**src/rtl/ddr_word_deserializer.sv**
```systemverilog
// Assembles the serial HDR-DDR SDA bit stream into 20-bit words (preamble, data, parity).
// Optional macro DWD_PARITY_CHECK_EN builds the parity comparator; without it o_dwd_parity_err stays 0.
module ddr_word_deserializer #(
   parameter int WORD_BITS = 20
) (
   input  logic        i_dwd_clk,
   input  logic        i_dwd_rst_n,
   input  logic        i_dwd_en,
   input  logic        i_dwd_bit_valid,
   input  logic        i_dwd_bit,
   output logic [15:0] o_dwd_data,
   output logic [1:0]  o_dwd_preamble,
   output logic        o_dwd_parity_err,
   output logic        o_dwd_word_valid,
   output logic        o_dwd_frame_done,
   output logic        o_dwd_busy
);

   localparam logic [4:0] LAST_PRE_IDX  = 5'd1;
   localparam logic [4:0] LAST_DATA_IDX = 5'd17;
   localparam logic [4:0] LAST_BIT_IDX  = 5'(WORD_BITS - 1);

   typedef enum logic [1:0] {
      ST_IDLE,
      ST_PREAMBLE,
      ST_DATA,
      ST_PARITY
   } state_t;

   state_t               state;
   logic [4:0]           bit_idx;
   logic [WORD_BITS-1:0] shift_reg;
   logic [WORD_BITS-1:0] word_next;
   logic                 accept;
   logic                 word_done;
   logic                 perr_next;
   logic [15:0]          data_reg;
   logic [1:0]           preamble_reg;
   logic                 perr_reg;
   logic                 valid_reg;
   logic                 busy_reg;

   assign accept    = i_dwd_bit_valid && (state != ST_IDLE);
   assign word_done = accept && (state == ST_PARITY) && (bit_idx == LAST_BIT_IDX);
   assign word_next = {shift_reg[WORD_BITS-2:0], i_dwd_bit};

`ifdef DWD_PARITY_CHECK_EN
   // Data bit Dk sits at word_next[k+2]; PA1 covers odd data bits, PA0 even bits inverted.
   logic [1:0] pa_exp;
   logic       unused_msb;
   assign pa_exp[1] = ^{word_next[17], word_next[15], word_next[13], word_next[11],
                        word_next[9],  word_next[7],  word_next[5],  word_next[3]};
   assign pa_exp[0] = ~(^{word_next[16], word_next[14], word_next[12], word_next[10],
                          word_next[8],  word_next[6],  word_next[4],  word_next[2]});
   assign perr_next  = (word_next[1:0] != pa_exp);
   assign unused_msb = shift_reg[WORD_BITS-1];
`else
   logic unused_bits;
   assign perr_next   = 1'b0;
   assign unused_bits = ^{shift_reg[WORD_BITS-1], word_next[1:0]};
`endif

   // A completing 20th bit wins over a simultaneous enable drop so the word is not lost.
   always_ff @(posedge i_dwd_clk) begin
      if (!i_dwd_rst_n) begin
         state        <= ST_IDLE;
         bit_idx      <= '0;
         shift_reg    <= '0;
         data_reg     <= '0;
         preamble_reg <= '0;
         perr_reg     <= 1'b0;
         valid_reg    <= 1'b0;
         busy_reg     <= 1'b0;
      end else begin
         valid_reg <= 1'b0;
         if (word_done) begin
            shift_reg    <= word_next;
            bit_idx      <= '0;
            busy_reg     <= 1'b0;
            data_reg     <= word_next[LAST_DATA_IDX:2];
            preamble_reg <= word_next[WORD_BITS-1:WORD_BITS-2];
            perr_reg     <= perr_next;
            valid_reg    <= 1'b1;
            state        <= i_dwd_en ? ST_PREAMBLE : ST_IDLE;
         end else if (!i_dwd_en) begin
            state    <= ST_IDLE;
            bit_idx  <= '0;
            busy_reg <= 1'b0;
         end else begin
            case (state)
               ST_IDLE: state <= ST_PREAMBLE;
               default: begin
                  if (accept) begin
                     shift_reg <= word_next;
                     bit_idx   <= bit_idx + 5'd1;
                     busy_reg  <= 1'b1;
                     if (bit_idx == LAST_PRE_IDX) begin
                        state <= ST_DATA;
                     end else if (bit_idx == LAST_DATA_IDX) begin
                        state <= ST_PARITY;
                     end
                  end
               end
            endcase
         end
      end
   end

   assign o_dwd_data       = data_reg;
   assign o_dwd_preamble   = preamble_reg;
   assign o_dwd_parity_err = perr_reg;
   assign o_dwd_word_valid = valid_reg;
   assign o_dwd_frame_done = valid_reg;
   assign o_dwd_busy       = busy_reg;

endmodule

```
**config.mk**
```make
export PLATFORM = sky130hd
export DESIGN_NAME = ddr_word_deserializer
export DESIGN_NICKNAME = d
export VERILOG_FILES = /design/src/rtl/ddr_word_deserializer.sv
export SDC_FILE = /design/constraint.sdc
export NUM_CORES = 1
export LEC_CHECK = 0
export ABC_AREA = 1
export CAP_MARGIN = 30
export CORE_MARGIN = 3
export CORE_UTILIZATION = 55
export CTS_BUF_LIST = sky130_fd_sc_hd__clkbuf_4
export DETAILED_ROUTE_END_ITERATION = 10
export PLACE_DENSITY = 0.81
export REMOVE_ABC_BUFFERS = 1
export SLEW_MARGIN = 20
export SYNTH_ARGS = -nofsm -noshare
export SYNTH_HDL_FRONTEND = slang
export SYNTH_SLANG_ARGS = --single-unit
export TNS_END_PERCENT = 100
```
**constraint.sdc**
```tcl
create_clock -name i_dwd_clk -period 1.5 [get_ports i_dwd_clk]
set_clock_uncertainty 0.05 [all_clocks]
set_input_delay 0.3 -clock i_dwd_clk [delete_from_list [all_inputs] [get_ports i_dwd_clk]]
set_output_delay 0.3 -clock i_dwd_clk [all_outputs]
set_load 0.02 [all_outputs]
```
==> flow_metrics.env, run 1 <==
export IMPL_final_area_um2=2290
export IMPL_synth_top_area_share_pct=50.9
export IMPL_totalWireLength_um=3960
export IMPL_h_tree_depth=2
export IMPL_cp_data_required_time_ns=1.72
export IMPL_leakagePower_uw=0.00104
export IMPL_grt_busiest_layer="met2"
export IMPL_antenna_cells=0
export IMPL_clkLatencyLatePin_ns=0.36
export IMPL_async_flop_share_pct=0
export IMPL_wire_per_inst_um=12.8
export IMPL_yosysMostFrequentCell="dfxtp_1"
export IMPL_use_met1_pct=23.4
export IMPL_cpPeakStageDelay_ns=0.38
export IMPL_numPortBuffers=25
export IMPL_nets=271
export IMPL_vias=1584
export IMPL_die_w_um=63.3
export IMPL_grt_max_degree=23
export IMPL_dr_pass1_iters=5
export IMPL_pre_cts_ws_ns=-0.234
export IMPL_grtUsageMet3_pct=4.81
export IMPL_drt_initial_drc_count=108
export IMPL_grt_pass1_wl_um=5990
export IMPL_cts_tree="built"
export IMPL_worstSetupEndpoint="o_dwd_data[14]"
export IMPL_end_kind="flop"
export IMPL_r2r_slack_ns=0.03
export IMPL_clkSinkCount=46
export IMPL_r2r_end="o_dwd_data[14]"
export IMPL_yosys_warnings=0
export IMPL_drv_cap=0
export IMPL_path_clk_slew_ns=0.14
export IMPL_dpl_cell_area_um2=2120
export IMPL_rsz0062_at_grt="yes"
export IMPL_antenna_left=0
export IMPL_largest_reg_flops=19
export IMPL_status="finished, final reports clean"
export IMPL_grt_overflow_total=0
export IMPL_peakVddDrop_v=0.000711
export IMPL_startpoint="bit_idx[1]"
export IMPL_antenna_found_initial=0
export IMPL_synthDistinctLibCells=23
export IMPL_synth_ff_type="dfxtp_1"
export IMPL_reg2reg_depth=8
export IMPL_die_area_um2=4010
export IMPL_grt_use_met2_pct=30.6
export IMPL_cts_buffer_depth=2
export IMPL_period_share_pct=98.1
export IMPL_setup_ws_ns=0.0287
export IMPL_crit_chain="ha_4 -> nand2_4 -> nor2_4 -> nand3_4 -> buf_12 -> buf_12 -> nor2_1 -> nor2_1"
export IMPL_worstSetupStartpointType="flop"
export IMPL_cts_made_buffers=5
export IMPL_io_pins=27
export IMPL_synth_edff_count=0
export IMPL_finalSetupViolCount=0
export IMPL_whs_ns=0.432
export IMPL_postSynthCellCount=229
export IMPL_period_minus_slack_ns=1.47
export IMPL_slowest_stage="dfxtp_2"
export IMPL_setup_tns_ns=0
export IMPL_grt_use_total_pct=18.7
export IMPL_r2r_start="bit_idx[1]"
export IMPL_start_util_pct=58.3
export IMPL_dpl_hpwl_um=2390
export IMPL_place_congestion=0.807
export IMPL_clockRootBuffer="clkbuf_4"
export IMPL_fmax_ghz=0.680
export IMPL_drive_gt1_share_pct=15.5
export IMPL_syn_area_um2=1810
export IMPL_hold_viol=0
export IMPL_ctsHoldBuffers=0
export IMPL_die_h_um=63.3
export IMPL_slew_viol_final=0
export IMPL_fp_row_count=20
export IMPL_path_class="flop to flop"
export IMPL_synth_area_leaders="dfxtp_1 (51%), nor2_1 (9.3%), a21oi_1 (6.9%), nand3_1 (6.4%), nand2_1 (6.2%)"
export IMPL_grt_pass1_vias=1387
export IMPL_crit_fanout=11
export IMPL_vias_per_cell=5.13
export IMPL_areaGrowthSynthToFinish_pct=26.8
export IMPL_arrival_ns=1.69
export IMPL_avgSynthCellArea_um2=7.90
export IMPL_hp_class="flop to flop"
export IMPL_powerDensity_nw_per_um2=831
export IMPL_synth_seq_cells=46
export IMPL_yosys_area_top_type="dfxtp_1"
export IMPL_synth_common_cells="dfxtp_1 (46), nor2_1 (45), nand2_1 (30)"
export IMPL_coreArea_um2=3100
export IMPL_drc=0
export IMPL_yosysSeqAreaShare_pct=50.9
==> layout make-up <==
| class | instances | area [µm²] |
|---|---|---|
| Clock inverter | 3 | 21.3 |
| Sequential cell | 46 | 923 |
| Fill cell | 261 | 811 |
| Tap cell | 44 | 55.1 |
| Multi-Input combinational cell | 159 | 810 |
| Timing Repair Buffer | 40 | 395 |
| Inverter | 12 | 50.0 |
| Clock buffer | 5 | 37.5 |
==> what timing repair did <==
| action | 4_1_cts | 5_1_grt |
|---|---|---|
| buffers inserted | 0 | 1 |
| resized for setup | 22 | 14 |
| cloned | 0 | 4 |
| pin swaps | 0 | 3 |
| setup endpoints to repair | 23 | 42 |
==> how the worst min path moves through the flow <==
stage,cells past startpoint,end,from,slack (ns)
final,2,shift_reg[11],shift_reg[10],0.43
after global routing,3,shift_reg[0],i_dwd_bit,0.45
after CTS,3,shift_reg[0],i_dwd_bit,0.43
after detailed placement,2,shift_reg[1],shift_reg[0],0.42
after global placement,2,shift_reg[1],shift_reg[0],0.41
after floorplan,2,state[0],i_dwd_en,0.37
==> layer usage <==
| layer | wire length (µm) | share of wire, % |
|---|---|---|
| met1 | 1840 | 46 |
| met2 | 1890 | 48 |
| met3 | 178 | 4.5 |
| met4 | 53 | 1.3 |
| met5 | 0 | 0 |
==> metrics by stage <==
stage                     std cells  total power (µW)  util, %
after floorplan                 215              1290        -
after global placement          296              1330     68.4
after detailed placement        296              1330     68.4
after CTS                       304              1910     69.5
after global routing            309              1970     73.9
final                           309              1900     73.9
==> cells by family (layout without fill, tap and decap cells) <==
| kind of cell | count (synthesis) | count (layout) | synth area share, % |
|---|---|---|---|
| xor gates and xnor gates | 1 | 1 | 0.485 |
| and+or+nand+nor | 108 | 110 | 26.9 |
| adders and majority gates | 2 | 2 | 1.38 |
| buffers and inverters | 26 | 60 | 7.68 |
| AOI/OAI and AO/OA | 45 | 45 | 12.5 |
| DFF | 46 | 46 | 50.9 |
| other | 1 | 1 | 0.207 |
==> critical path: cells and delay by family (launching register included) <==
kind | cells | cell delay (ns)
buf+inv | 2 | 0.31
flops | 1 | 0.38
fa+ha+maj | 1 | 0.16
simple gates | 5 | 0.47
==> power breakdown <==
group	leakage, µW	internal, µW	switching (µW)
registers	0.000372	1230	2.82
logic	0.000640	33.3	52.6
clock network	0.0000312	183	408
==> cells in the final DEF (no fill, tap or decap), types with 2 or more instances in the layout <==
cell,n
clkdlybuf4s50_1,4
or2_2,2
nor2_4,2
nor2_1,44
nand2_1,28
buf_4,10
o21ai_0,15
o21ai_1,5
buf_12,3
nor2_2,2
inv_1,10
dlygate4sd2_1,21
dfxtp_2,2
nand2_4,4
clkbuf_4,5
nand3_1,23
a21oi_1,25
dfxtp_1,44
Note: power is estimated with default switching activity, not from simulation.
==> inputs of run 2 (changes only) <==
--- a/config.mk
+++ b/config.mk
@@ -8,11 +8,12 @@
 export ABC_AREA = 1
 export CAP_MARGIN = 30
 export CORE_MARGIN = 3
-export CORE_UTILIZATION = 55
+export CORE_UTILIZATION = 59
 export CTS_BUF_LIST = sky130_fd_sc_hd__clkbuf_4
 export DETAILED_ROUTE_END_ITERATION = 10
-export PLACE_DENSITY = 0.81
+export PLACE_DENSITY_LB_ADDON = 0.05
 export REMOVE_ABC_BUFFERS = 1
+export SKIP_LAST_GASP = 1
 export SLEW_MARGIN = 20
 export SYNTH_ARGS = -nofsm -noshare
 export SYNTH_HDL_FRONTEND = slang
==> constraint.sdc (replaced) <==
create_clock -name i_dwd_clk -period 1.74 [get_ports i_dwd_clk]
set_clock_uncertainty 0.05 [all_clocks]
set_input_delay 0.348 -clock i_dwd_clk [delete_from_list [all_inputs] [get_ports i_dwd_clk]]
set_output_delay 0.348 -clock i_dwd_clk [all_outputs]
set_load 0.02 [all_outputs]
==> flow_metrics.env, run 2 (synthesis results as in run 1) <==
export IMPL_final_common_cell="dfxtp_1"
export IMPL_slowest_stage="clkdlybuf4s50_1"
export IMPL_postLayoutCoreUtil_pct=77.4
export IMPL_coreArea_um2=2830
export IMPL_numPortBuffers=25
export IMPL_finalNonFillerCells=286
export IMPL_cts_buffer_depth=2
export IMPL_die_area_um2=3760
export IMPL_fmax_ghz=0.586
export IMPL_pre_cts_ws_ns=-0.0399
export IMPL_drt_initial_drc_count=73
export IMPL_grt_pass1_wl_um=5970
export IMPL_io_pins=27
export IMPL_cp_top_family="buffers and inverters"
export IMPL_final_area_um2=2190
export IMPL_clkLatencyLatePin_ns=0.35
export IMPL_clkSinkCount=46
export IMPL_crit_chain="clkdlybuf4s50_1"
export IMPL_multi_input_area_um2=748
export IMPL_dr_pass1_iters=4
export IMPL_path_buf_inv=1
export IMPL_r2r_end="shift_reg[3]"
export IMPL_hold_viol=0
export IMPL_largest_reg_flops=19
export IMPL_r2r_slack_ns=0.16
export IMPL_rsz0062_at_grt="no"
export IMPL_h_tree_depth=2
export IMPL_antenna_cells=0
export IMPL_worstSetupEndpoint="o_dwd_data[12]"
export IMPL_period_minus_slack_ns=1.71
export IMPL_tightest_slew_ns=0.574
export IMPL_end_kind="output port"
export IMPL_hp_class="flop to flop"
export IMPL_drive_gt1_share_pct=9.80
export IMPL_leakagePower_uw=0.00123
export IMPL_hp_start="shift_reg[0]"
export IMPL_powerDensity_nw_per_um2=810
export IMPL_wire_per_inst_um=12.5
export IMPL_nets=261
export IMPL_r2r_start="bit_idx[0]"
export IMPL_die_w_um=61.4
export IMPL_ff_latch_area_um2=921
export IMPL_drc=0
export IMPL_period_share_pct=98.1
export IMPL_worstSetupStartpointType="flop"
export IMPL_start_util_pct=63.9
export IMPL_whs_ns=0.432
export IMPL_grt_use_total_pct=21.5
export IMPL_die_h_um=61.4
export IMPL_n_fill_cell=212
export IMPL_fp_row_count=19
export IMPL_final_cell_mix="dfxtp_1 (46), nor2_1 (45), nand2_1 (30)"
export IMPL_dp_cells=278
export IMPL_path_class="flop to output port"
export IMPL_vias=1511
export IMPL_crit_fanout=2
export IMPL_totalWireLength_um=3580
export IMPL_dpl_cell_area_um2=2060
export IMPL_clockRootBuffer="clkbuf_4"
export IMPL_antenna_found_initial=0
export IMPL_dpl_hpwl_um=2400
export IMPL_place_congestion=0.739
export IMPL_peakVddDrop_v=0.000761
export IMPL_slew_headroom_pct=61.7
export IMPL_cp_data_required_time_ns=1.34
export IMPL_setup_ws_ns=0.0327
export IMPL_grt_pass1_vias=1364
export IMPL_status="finished, final reports clean"
export IMPL_grt_overflow_total=0
export IMPL_vias_per_cell=5.28
export IMPL_path_clk_slew_ns=0.13
export IMPL_reg2reg_depth=7
export IMPL_arrival_ns=1.31
export IMPL_areaGrowthSynthToFinish_pct=21.1
export IMPL_cp_depth=1
export IMPL_cts_made_buffers=5
export IMPL_slew_viol_final=0
export IMPL_cts_tree="built"
export IMPL_antenna_left=0
export IMPL_cpPeakStageDelay_ns=0.60
export IMPL_startpoint="o_dwd_data[12]"
export IMPL_drv_cap=0
export IMPL_grt_max_degree=26
export IMPL_finalSetupViolCount=0
==> run 2: routing by layer <==
metal | GRT usage, % | part of all wire (%) | up-vias
met2 | 34.6 | 48 | 32
li1 | - | - | 788
met4 | 7.27 | 1.4 | 0
met3 | 7.34 | 4.7 | 5
met1 | 27.0 | 46 | 686
met5 | 0 | 0 | -
==> run 2: power by group <==
part / internal (µW) / total, µW / switching (µW)
clock: 319 / 652 / 333
combinational: 22.9 / 63.5 / 40.5
sequential: 1060 / 1060 / 2.73
total: 1400 / 1770 / 376
==> run 2: repair_timing <==
item / 4_1_cts / 5_1_grt
hold buffers: 0 / 0
resized for setup: 0 / 21
setup endpoints to repair: 0 / 28
setup buffers: 0 / 0
==> run 2: stage by stage <==
stage | setup TNS (ns) | total power, µW
after global routing | 0 | 1830
after detailed placement | -0.446 | 1140
after CTS | 0 | 1790
after global placement | 0 | 1140
after floorplan | 0 | 1110
final | 0 | 1770
==> run 2: worst min-delay path by stage <==
stage | to | slack (ns) | cells after the start
4_1_cts | shift_reg[1] | 0.43 | 2
3_3_place_gp | shift_reg[1] | 0.40 | 2
5_1_grt | shift_reg[1] | 0.44 | 2
6_report | shift_reg[1] | 0.43 | 2
2_1_floorplan | shift_reg[1] | 0.39 | 2
3_5_place_dp | shift_reg[1] | 0.42 | 2
==> run 2: cell type report <==
| type | instances | share of cell area, % |
|---|---|---|
| clock buffer | 6 | 2.06 |
| tap | 31 | 1.77 |
| multi-input combinational | 157 | 34.2 |
| inverter | 12 | 2.11 |
| timing repair buffer | 32 | 16.1 |
| sequential | 46 | 42.1 |
| clock inverter | 2 | 1.71 |
==> inputs of run 3 (changes only) <==
--- a/config.mk
+++ b/config.mk
@@ -6,6 +6,7 @@
 export NUM_CORES = 1
 export LEC_CHECK = 0
 export ABC_AREA = 1
+export ABC_CLOCK_PERIOD_IN_PS = 1740
 export CAP_MARGIN = 30
 export CORE_MARGIN = 3
 export CORE_UTILIZATION = 59
==> results of run 3 <==
Same layout as run 2: the final DEF is identical, and so are final timing and power.
